<file path="config.mk">
export PLATFORM = sky130hd
export DESIGN_NAME = sparse_loc_scheduler
export DESIGN_NICKNAME = d
export VERILOG_FILES = /design/src/rtl/sparse_loc_scheduler.sv
export SDC_FILE = /design/constraint.sdc
export NUM_CORES = 1
export LEC_CHECK = 0
export ABC_AREA = 1
export BUFFER_PORTS_ARGS = -buffer_cell sky130_fd_sc_hd__buf_4
export CORE_MARGIN = 10
export CORE_UTILIZATION = 59
export DETAILED_ROUTE_END_ITERATION = 12
export PLACE_DENSITY = 0.91
export SYNTH_ARGS = -nofsm -noshare
export SYNTH_HDL_FRONTEND = slang
export SYNTH_SLANG_ARGS = --single-unit
</file>
<file path="constraint.sdc">
create_clock -name clk -period 2.25 [get_ports clk]
set_input_delay 0.45 -clock clk [delete_from_list [all_inputs] [get_ports clk]]
set_output_delay 0.45 -clock clk [all_outputs]
set_load 0.05 [all_outputs]
</file>
<file path="src/rtl/sparse_loc_scheduler.sv">
// Sequencer for the sparse-dense multiplier: walks the real locations in RAM order and
// optionally pads each run to MAX_WEIGHT ops with LFSR-placed dummies for constant timing.
module sparse_loc_scheduler #(
    parameter int MAX_WEIGHT     = 75,
    parameter int N              = 17669,
    parameter int M              = 15,
    parameter int LOG_MAX_WEIGHT = 7,
    parameter int LFSR_WIDTH     = 16,
    parameter logic [LFSR_WIDTH-1:0] LFSR_SEED = 16'hACE1
) (
    input  logic                      clk,
    input  logic                      rst,
    input  logic                      start,
    input  logic [LOG_MAX_WEIGHT-1:0] weight,
    input  logic                      dummy_en,
    input  logic                      seed_load,
    input  logic [LFSR_WIDTH-1:0]     seed_in,
    output logic [LOG_MAX_WEIGHT-1:0] loc_addr,
    input  logic [M-1:0]              loc_in,
    output logic                      out_valid,
    input  logic                      out_ready,
    output logic [M-1:0]              out_loc,
    output logic                      out_dummy,
    output logic                      out_last,
    output logic                      busy,
    output logic                      done,
    output logic                      err
);
    // Galois taps for x^16+x^14+x^13+x^11+1 (right-shifting form)
    localparam logic [LFSR_WIDTH-1:0]     TAPS   = LFSR_WIDTH'(16'hB400);
    localparam logic [M-1:0]              N_M    = M'(N);
    localparam logic [LOG_MAX_WEIGHT-1:0] MAXW   = LOG_MAX_WEIGHT'(MAX_WEIGHT);
    localparam logic [LOG_MAX_WEIGHT:0]   ONE_OP = (LOG_MAX_WEIGHT+1)'(1);

    typedef enum logic [1:0] {IDLE, FETCH, EMIT, FIN} state_t;

    state_t                    state;
    logic [LOG_MAX_WEIGHT-1:0] r, d, idx;
    logic [LFSR_WIDTH-1:0]     lfsr, lfsr_nxt;
    logic [M-1:0]              dl_raw, dl_mod, dl_q, loc_q;
    logic [LOG_MAX_WEIGHT:0]   remain;
    logic                      sel_dummy, first, in_range;

    always_comb begin
        lfsr_nxt  = (lfsr >> 1) ^ (lfsr[0] ? TAPS : '0);
        dl_raw    = lfsr_nxt[M-1:0];
        dl_mod    = (dl_raw >= N_M) ? dl_raw - N_M : dl_raw;
        sel_dummy = (d != '0) && ((r == '0) || lfsr_nxt[LFSR_WIDTH-1]);
        remain    = {1'b0, r} + {1'b0, d};
        in_range  = (weight != '0) && (weight <= MAXW);
    end

    // RAM data arrives in the first EMIT cycle; afterwards the captured copy keeps out_loc stable
    assign out_loc = out_dummy ? dl_q : (first ? loc_in : loc_q);

    always_ff @(posedge clk or negedge rst) begin
        if (!rst) begin
            state     <= IDLE;
            lfsr      <= LFSR_SEED;
            r         <= '0;
            d         <= '0;
            idx       <= '0;
            loc_addr  <= '0;
            dl_q      <= '0;
            loc_q     <= '0;
            first     <= 1'b0;
            out_valid <= 1'b0;
            out_dummy <= 1'b0;
            out_last  <= 1'b0;
            busy      <= 1'b0;
            done      <= 1'b0;
            err       <= 1'b0;
        end else begin
            done <= 1'b0;
            case (state)
                IDLE: begin
                    if (seed_load)
                        lfsr <= (seed_in == '0) ? LFSR_SEED : seed_in;
                    if (start) begin
                        r        <= weight;
                        d        <= dummy_en ? MAXW - weight : '0;
                        idx      <= '0;
                        loc_addr <= '0;
                        if (in_range) begin
                            err   <= 1'b0;
                            busy  <= 1'b1;
                            state <= FETCH;
                        end else begin
                            err   <= 1'b1;
                            done  <= 1'b1;
                            state <= FIN;
                        end
                    end
                end
                FETCH: begin
                    lfsr      <= lfsr_nxt;
                    out_dummy <= sel_dummy;
                    dl_q      <= dl_mod;
                    out_last  <= (remain == ONE_OP);
                    if (sel_dummy) begin
                        d <= d - 1'b1;
                    end else begin
                        r   <= r - 1'b1;
                        idx <= idx + 1'b1;
                    end
                    out_valid <= 1'b1;
                    first     <= 1'b1;
                    state     <= EMIT;
                end
                EMIT: begin
                    first <= 1'b0;
                    if (first) begin
                        loc_q <= loc_in;
                        if (!out_dummy && (loc_in >= N_M))
                            err <= 1'b1;
                    end
                    if (out_ready) begin
                        out_valid <= 1'b0;
                        if (remain != '0) begin
                            loc_addr <= idx;
                            state    <= FETCH;
                        end else begin
                            busy  <= 1'b0;
                            done  <= 1'b1;
                            state <= FIN;
                        end
                    end
                end
                FIN:     state <= IDLE;
                default: state <= IDLE;
            endcase
        end
    end
endmodule

</file>
* After elaboration in Yosys (flattened, before gate mapping)
Index checks and enable logic that the tools add are counted.
Word-level totals: memory bits (writable) 0, memories 0, flip-flop bits (word level) 83, bits in read-only memories 0, output and inout bits 28, bits in latches 0, logic and storage cells 103
Operators by class: equal/unequal tests 14, reductions and logical operators 22, bitwise gates (word level) 1, divide/modulo/power cells 0, multiplexer cells 42, multiply operators 0, shift operators 0, $lt $le $gt $ge 3, add/sub/neg operators 6
Operators with widths (count):
- $mux 7 | 9
- $pmux 7 s2 | 4
- $mux 16 | 3
- $mux 15 | 3
- $pmux 16 s2 | 1
- $ge 15x15->1 const B | 2
- $ne 2x2->1 const B | 10
- $logic_not 16->1 | 1
- $xor 15x16->16 | 1
- $sub 15x15->15 const B | 1
- $reduce_bool 7->1 | 2
- $sub 7x1->7 const B | 2
- $mux 1 | 12
- $pmux 1 s2 | 5
- $add 7x7->8 | 1
- $eq 8x1->1 const B | 1
- $mux 2 | 4
- $pmux 2 s4 | 1
- $reduce_and 4->1 | 2
- $reduce_bool 8->1 | 1
- $add 7x1->7 const B | 1
- $le 7x7->1 const B | 1
- $logic_not 7->1 | 1
- $sub 7x7->7 const A | 1
- other kinds (10) | 18

* Longest topological paths before layout
Gate-level depths: netlist of run 1.
depth after elaboration 6, mapped depth 15, mapped depth without buffers 14

* Worst setup path after synthesis of run 1
Ideal clock, no wire load.
kind reg2out, from reg out_dummy, to out out_loc[10], path slack -303 ps, required time 1800 ps, stages on the path, launching flop included 4, arrival time 2103 ps, cells stage by stage dfrtp_1 clkbuf_1 clkbuf_1 o21ai_0
On the way: cells in the longest elaborated chain, start to end 1
RTL lines:
- from (decl) | RTL line 23 | output logic out_dummy,
- from (signal assigned) | RTL line 97 | out_dummy <= sel_dummy;
- $mux 15 | RTL line 54 | assign out_loc = out_dummy ? dl_q : (first ? loc_in : loc_q);
- to (decl) | RTL line 22 | output logic [M-1:0] out_loc,
Every way passes these cells.

* Final worst setup path of run 1
from reg d[0], to reg busy
On the way: cells in the longest elaborated chain, start to end 4
RTL lines:
- from (decl) | RTL line 38 | logic [LOG_MAX_WEIGHT-1:0] r, d, idx;
- from (signal assigned) | RTL line 81 | d <= dummy_en ? MAXW - weight : '0;
- from (signal assigned) | RTL line 101 | d <= d - 1'b1;
- $add 7x7->8 | RTL line 49 | remain = {1'b0, r} + {1'b0, d};
- $reduce_bool 8->1 | RTL line 119 | if (remain != '0) begin
- $ne 2x2->1 (no source line)
- $reduce_and 5->1 (no source line)
- to (signal assigned) | RTL line 70 | busy <= 1'b0;
- to (signal assigned) | RTL line 86 | busy <= 1'b1;
- to (signal assigned) | RTL line 123 | busy <= 1'b0;
- to (decl) | RTL line 25 | output logic busy,
Every way passes these cells. A chain may end at the register's enable or synchronous reset.

==> metrics.txt, run 1 <==
first-pass GRT wire length=23,250 um; Vias per Instance=5.578; Net Sw Power=5148 uW; # port buffers=71; most frequent cells in the layout=220 x nand2_1, 83 x o21ai_0, 80 x inv_1, 79 x buf_4, 75 x dfrtp_1; crit path cell chain=ha_1 -> fa_1 -> a21oi_1 -> o31ai_1 -> nor2_2 -> nand3_2 -> o21ai_0 -> nand2_1; internal cell power=4518 uW; worst r2r src=d[0]; GRT met2 Usage=0.3276; routed len/inst=14.84 um; Initial Utilization=0.6098; Routed Antenna Nets=0; largest net degree at the start of global routing=47; post-synthesis sequential area ratio=0.3886; Mapped Nets=800; post-route DRC violation count=0; Synth top area share=0.3495; H-tree levels=3; Seq pwr share=0.283; initial antenna violation count=0; Vias=5,082; Placed Instances=895; Num CTS Buffers=9; Critical Path Fanout Max=9; fmax=475.7 MHz; commonest non-fill, non-tap cell in the layout=nand2_1; Post-CTS Setup Inserts=0; FFs w/ async S/R, synth=1.000; number of core rows=34; pwr dens=1562 mW/mm2; status=finished clean; Tmin final=2.102 ns; Final Hold Violating Endpoints=0; power share of the combinational group=0.614; Clk Latency, worst-skew pair=0.36 ns; Synth cell types=45; root buffer cell=clkbuf_8; vias in the first global route=4,882; Chip Height=115.4 um; largest cells by area after synthesis=dfrtp_1 35%, nand2_1 15%, o21ai_0 7.8%, inv_1 5.6%, ha_1 4.9%; Primary FF master, synth=dfrtp_1; WP buf/inv=0; met1 global-route usage=0.2932; CP endpoint kind=register; GRT busiest layer=met2; setup tns final=0 ns; GRT Overall Usage=0.2117; leakage power=0.003229 uW; slowest CP cell=dfrtp_1; WP data arrival=2.36 ns; flops & latches, synth=83; Non-Filler Instances=911; post-DP HPWL=10,210 um; CP Data Required Time=2.50 ns; FF-to-FF setup slack=0.15 ns; final setup fails=0; crit path from=d[0]; P&R area growth vs syn=15.26%; critical path class=reg -> reg; n_diodes=0; worst hold slack=0.05845 ns; Die X=115.4 um; clk slew on worst S/H paths=0.09 ns; max capacitance violation total=0; Ports=72; CP delay by family, top=adder cells; final worst-path cycle share=0.9343; CTS tree=done; design area=0.006190 mm2; Slew HR=0.6448; Max clock buf depth=2; Peak VDD IR=0.6404 mV; total grt overflow=0; Placer Congestion=0.9218; Slew @ Worst Pin=0.5328 ns; Sink Count=83; Pins Over Slew Limit=0; pre-CTS setup slack=0.1878 ns; clock share of power=0.104; clk_skew=0.01251 ns; Post-Syn Area=0.005370 mm2; Yosys warning total=0; Setup crit start kind=register; post-synth top area cell=dfrtp_1; Switching Share=0.5326; total wire length=13,520 um; Placeable Area=0.008806 mm2; syn_area_per_cell=7.316 um2; final net count=864; drt pass-1 iters=5; worst setup margin=0.1479 ns; cell count of the worst reg-to-reg path=8; Synth Instances=734; layout cells sized above 1=0.1631; number of DRC markers in iteration 0=352; RSZ-0062 raised after global routing=no; Hold Crit Class=in -> async; RR Endpoint=busy; Die ar.=0.01332 mm2; grt met3 use=0.04219; slowest stage delay, CP=0.41 ns; placed cell area=0.006003 mm2; Post-synth EDFFs=0
[power by group through the flow]
stage,combinational [uW],sequential (uW),clock (uW)
global placement,5650,2700,0
finish,5930,2730,1000
CTS,5860,2720,1010
global route,6630,2820,1080
detailed placement,5830,2750,0
floorplan,4380,2710,0
[worst max path at each step]
stage / to / slack, ns / cells past startpoint
after global routing: busy / 0.02 / 8
after global placement: busy / 0.27 / 8
after CTS: out_loc[8] / 0.12 / 5
after detailed placement: busy / 0.19 / 8
after floorplan: out_loc[10] / -0.30 / 3
final: busy / 0.15 / 8
[final cells by class]
class / count / area [um2]
clock buffers: 10 / 127.6
clock inverters: 6 / 48.80
fillers: 701 / 2616
inverters: 85 / 326.6
multi-input cells: 538 / 2840
flip-flops and latches: 83 / 2087
well taps: 108 / 135.1
repair buffers: 81 / 624.3
[cells by family (layout without fill, tap and decap cells)]
kind of cell / count (synthesis) / in the layout / share of synthesized area
XOR/XNOR: 19 / 19 / 0.03588
flip-flops: 83 / 83 / 0.3886
AND/OR/NAND/NOR: 345 / 345 / 0.2824
adder cells (fa/ha/maj): 22 / 22 / 0.05266
AO/OA/AOI/OAI: 146 / 146 / 0.1456
multiplexers: 6 / 6 / 0.01118
buffers and inverters: 113 / 182 / 0.08365
[per-stage QoR]
stage	total power, uW	utilization
after global placement	8345	0.6817
after CTS	9590	0.7018
after global routing	10530	0.7029
final	9666	0.7029
after floorplan	7093	-
after detailed placement	8573	0.6817
[sequential cells by signal, summed over array words and instances (netlist names), 2 cells and up]
register,flops
state,2
dl_q,15
loc_addr,7
d,7
r,7
idx,7
lfsr,16
loc_q,15
[routing by layer]
metal	vias to the layer above	routed length, um
li1	2508	-
met1	2369	6225
met2	183	6116
met3	22	979
met4	0	198
met5	-	0
[synthesized netlist by cell type, types with 5 or more instances]
cell type	n
nand2_1	221
o21ai_0	84
inv_1	80
dfrtp_1	75
nor2_1	48
nand3_1	35
a21oi_1	31
ha_1	21
clkbuf_1	16
xor2_1	15
nor3_1	9
o31ai_1	9
buf_2	8
dfstp_2	8
nand4_1	7
o21ai_1	7
mux2i_1	6
a31oi_1	5
nor2_2	5
[what timing repair did]
item / 4_1_cts / 5_1_grt
setup endpoints to repair: 0 / 4
hold buffers: 0 / 0
gates resized for setup: 0 / 3
Power figures use the tool's default switching activity.
==> run 2: changes to the inputs <==
--- a/config.mk
+++ b/config.mk
@@ -11,6 +11,8 @@
 export CORE_UTILIZATION = 59
 export DETAILED_ROUTE_END_ITERATION = 12
 export PLACE_DENSITY = 0.91
+export RECOVER_POWER = 25
+export SETUP_SLACK_MARGIN = 0.1
 export SYNTH_ARGS = -nofsm -noshare
 export SYNTH_HDL_FRONTEND = slang
 export SYNTH_SLANG_ARGS = --single-unit
==> run 2 against run 1 <==
Effect of this change: sequential share of layout area decreased by 0.62 points; register-to-register slack better by 0.06 ns; maximum frequency increased by 2.7%; die area unchanged; hold slack improved by 0.25 ns; critical path depth is 1 higher; sequential cell count unchanged; power is 4.8% higher.
==> metrics.txt, run 2 (synthesized netlist as in run 1, its figures left out) <==
worst r2r src=d[0]; Reg area=0.002087 mm2 (unchanged); clock share of power=0.116 (+0.012); # port buffers=71 (unchanged); CP endpoint kind=register; cell count of the worst reg-to-reg path=9 (+1); slowest stage delay, CP=0.42 ns (about the same); setup tns final=0 ns (unchanged); Slew @ Worst Pin=1.429 ns (+0.8961 ns); total wire length=13,690 um (+1.3%); most frequent cells in the layout=220 x nand2_1, 80 x inv_1, 80 x buf_4, 75 x dfrtp_1, 68 x o21ai_0; commonest non-fill, non-tap cell in the layout=nand2_1; RSZ-0062 raised after global routing=no; drt pass-1 iters=6 (+1); number of core rows=34 (unchanged); cell mode on critical path=nand2_1; H-tree levels=3 (unchanged); vias in the first global route=4,963 (+1.7%); n_diodes=0 (unchanged); design area=0.006305 mm2 (+1.9%); final net count=867 (+0.35%); routed len/inst=14.99 um (+1.0%); layout cells sized above 1=0.1714 (+0.008290); status=finished clean; Ports=72 (unchanged); pwr dens=1607 mW/mm2 (+2.9%); Vias per Instance=5.647 (+1.2%); internal cell power=4916 uW (+8.8%); max reg flops=16 (unchanged); WP data arrival=2.34 ns (-0.02 ns); CTS tree=done; Tmin final=2.047 ns (-0.05555 ns); crit path cell chain=ha_2 -> fa_2 -> xnor2_1 -> nand3_1 -> nor2_4 -> nand4_1 -> nand2_2 -> nand2_1 -> nand2_1; initial antenna violation count=0 (unchanged); power share of the combinational group=0.613 (about the same); WP buf/inv=0 (unchanged); pre-CTS setup slack=0.1380 ns (-0.04982 ns); Chip Height=115.4 um (unchanged); leakage power=0.003259 uW (+0.91%); Final Hold Violating Endpoints=0 (unchanged); CP delay by family, top=simple AND/OR/NAND/NOR gates; Worst Hold End=out_valid; Biggest register=lfsr; worst setup margin=0.2034 ns (+0.05555 ns); post-layout total power=10,130 uW (+4.8%); Post-CTS Setup Inserts=0 (unchanged); crit path from=d[0]; Hold Startpoint=out_ready; Peak VDD IR=0.6822 mV (+6.5%); post-DP HPWL=10,420 um (+2.0%); Critical Path Fanout Max=7 (-2); fmax=488.6 MHz (+2.7%); critical path class=reg -> reg; placed cell area=0.006038 mm2 (+0.58%); post-route DRC violation count=0 (unchanged); RR Endpoint=loc_addr[0]; largest registers=lfsr: 16 flops, dl_q: 15 flops, loc_q: 15 flops; P&R area growth vs syn=17.40%; Vias=5,156 (+1.5%); Routed Antenna Nets=0 (unchanged); CP Data Required Time=2.55 ns (+0.05 ns); final worst-path cycle share=0.9096 (-0.02469); final setup fails=0 (unchanged); first-pass GRT wire length=23,260 um (about the same); Pins Over Slew Limit=0 (unchanged); Initial Utilization=0.6098 (unchanged); number of DRC markers in iteration 0=465 (+32%); slowest CP cell=dfrtp_1; total grt overflow=0 (unchanged); Switching Share=0.5149 (-0.01770); Clk Latency, worst-skew pair=0.36 ns (about the same); clk_skew=0.01210 ns (-0.0004074 ns); Hold Crit Depth=2; FF-to-FF setup slack=0.20 ns (+0.06 ns); Num CTS Buffers=9 (unchanged); Sink Count=83 (unchanged); Die X=115.4 um (unchanged); Die ar.=0.01332 mm2 (unchanged); Setup crit start kind=register; Placer Congestion=0.9316 (+1.1%); Max clock buf depth=2 (unchanged); Slew HR=0.04739 (-0.5974); Seq pwr share=0.271 (-0.012); fillcell total=681 (-2.9%); Hold Crit Class=in -> reg; area of the multi-input gates=0.002884 mm2 (+1.5%); clk slew on worst S/H paths=0.08 ns (about the same); Placeable Area=0.008806 mm2 (unchanged); max capacitance violation total=0 (unchanged); root buffer cell=clkbuf_8; largest net degree at the start of global routing=59 (+26%); Net Sw Power=5218 uW (+1.4%); worst hold slack=0.3040 ns (+0.2456 ns); GRT Overall Usage=0.2112 (-0.0005476)
## run 2: what timing repair did
item / CTS / global route
hold buffers: 0 / 0
endpoints found under the setup margin: 0 / 18
gates resized for setup: 0 / 13
## run 2: area by class of cell
class | count | share of cell area
well taps | 108 | 0.02143
clock inverters | 4 | 0.01191
clock buffers | 11 | 0.02243
flip-flops and latches | 83 | 0.3310
multi-input cells | 538 | 0.4574
inverters | 85 | 0.05180
repair buffers | 84 | 0.1040
## run 2: per-layer routing
metal / global-route usage / up-vias / share of wire
li1: - / 2520 / -
met1: 0.2750 / 2407 / 0.43
met2: 0.3410 / 203 / 0.48
met3: 0.04271 / 26 / 0.075
met4: 0.07601 / 0 / 0.018
met5: 0 / - / 0
## run 2: per-stage QoR
| stage | utilization | std cells |
|---|---|---|
| after floorplan | - | 734 |
| after global placement | 0.6857 | 898 |
| after CTS | 0.7103 | 913 |
| final | 0.7160 | 913 |
| after detailed placement | 0.6857 | 898 |
| after global routing | 0.7160 | 913 |
## run 2: power by group through the flow
stage,combinational (uW),clock [uW],sequential [uW]
2_1_floorplan,4410,0,2710
3_3_place_gp,5720,0,2700
3_5_place_dp,5950,0,2740
4_1_cts,6020,1190,2720
5_1_grt,6920,1260,2820
6_report,6210,1180,2740
## run 2: how the worst max path moves through the flow
stage                   to  slack, ns  cells past startpoint
6_report       loc_addr[0]       0.20                      9
5_1_grt        loc_addr[6]       0.04                      9
4_1_cts        loc_addr[0]       0.13                      9
3_5_place_dp   loc_addr[0]       0.14                      9
3_3_place_gp          busy       0.27                      8
2_1_floorplan  out_loc[13]      0.008                      4
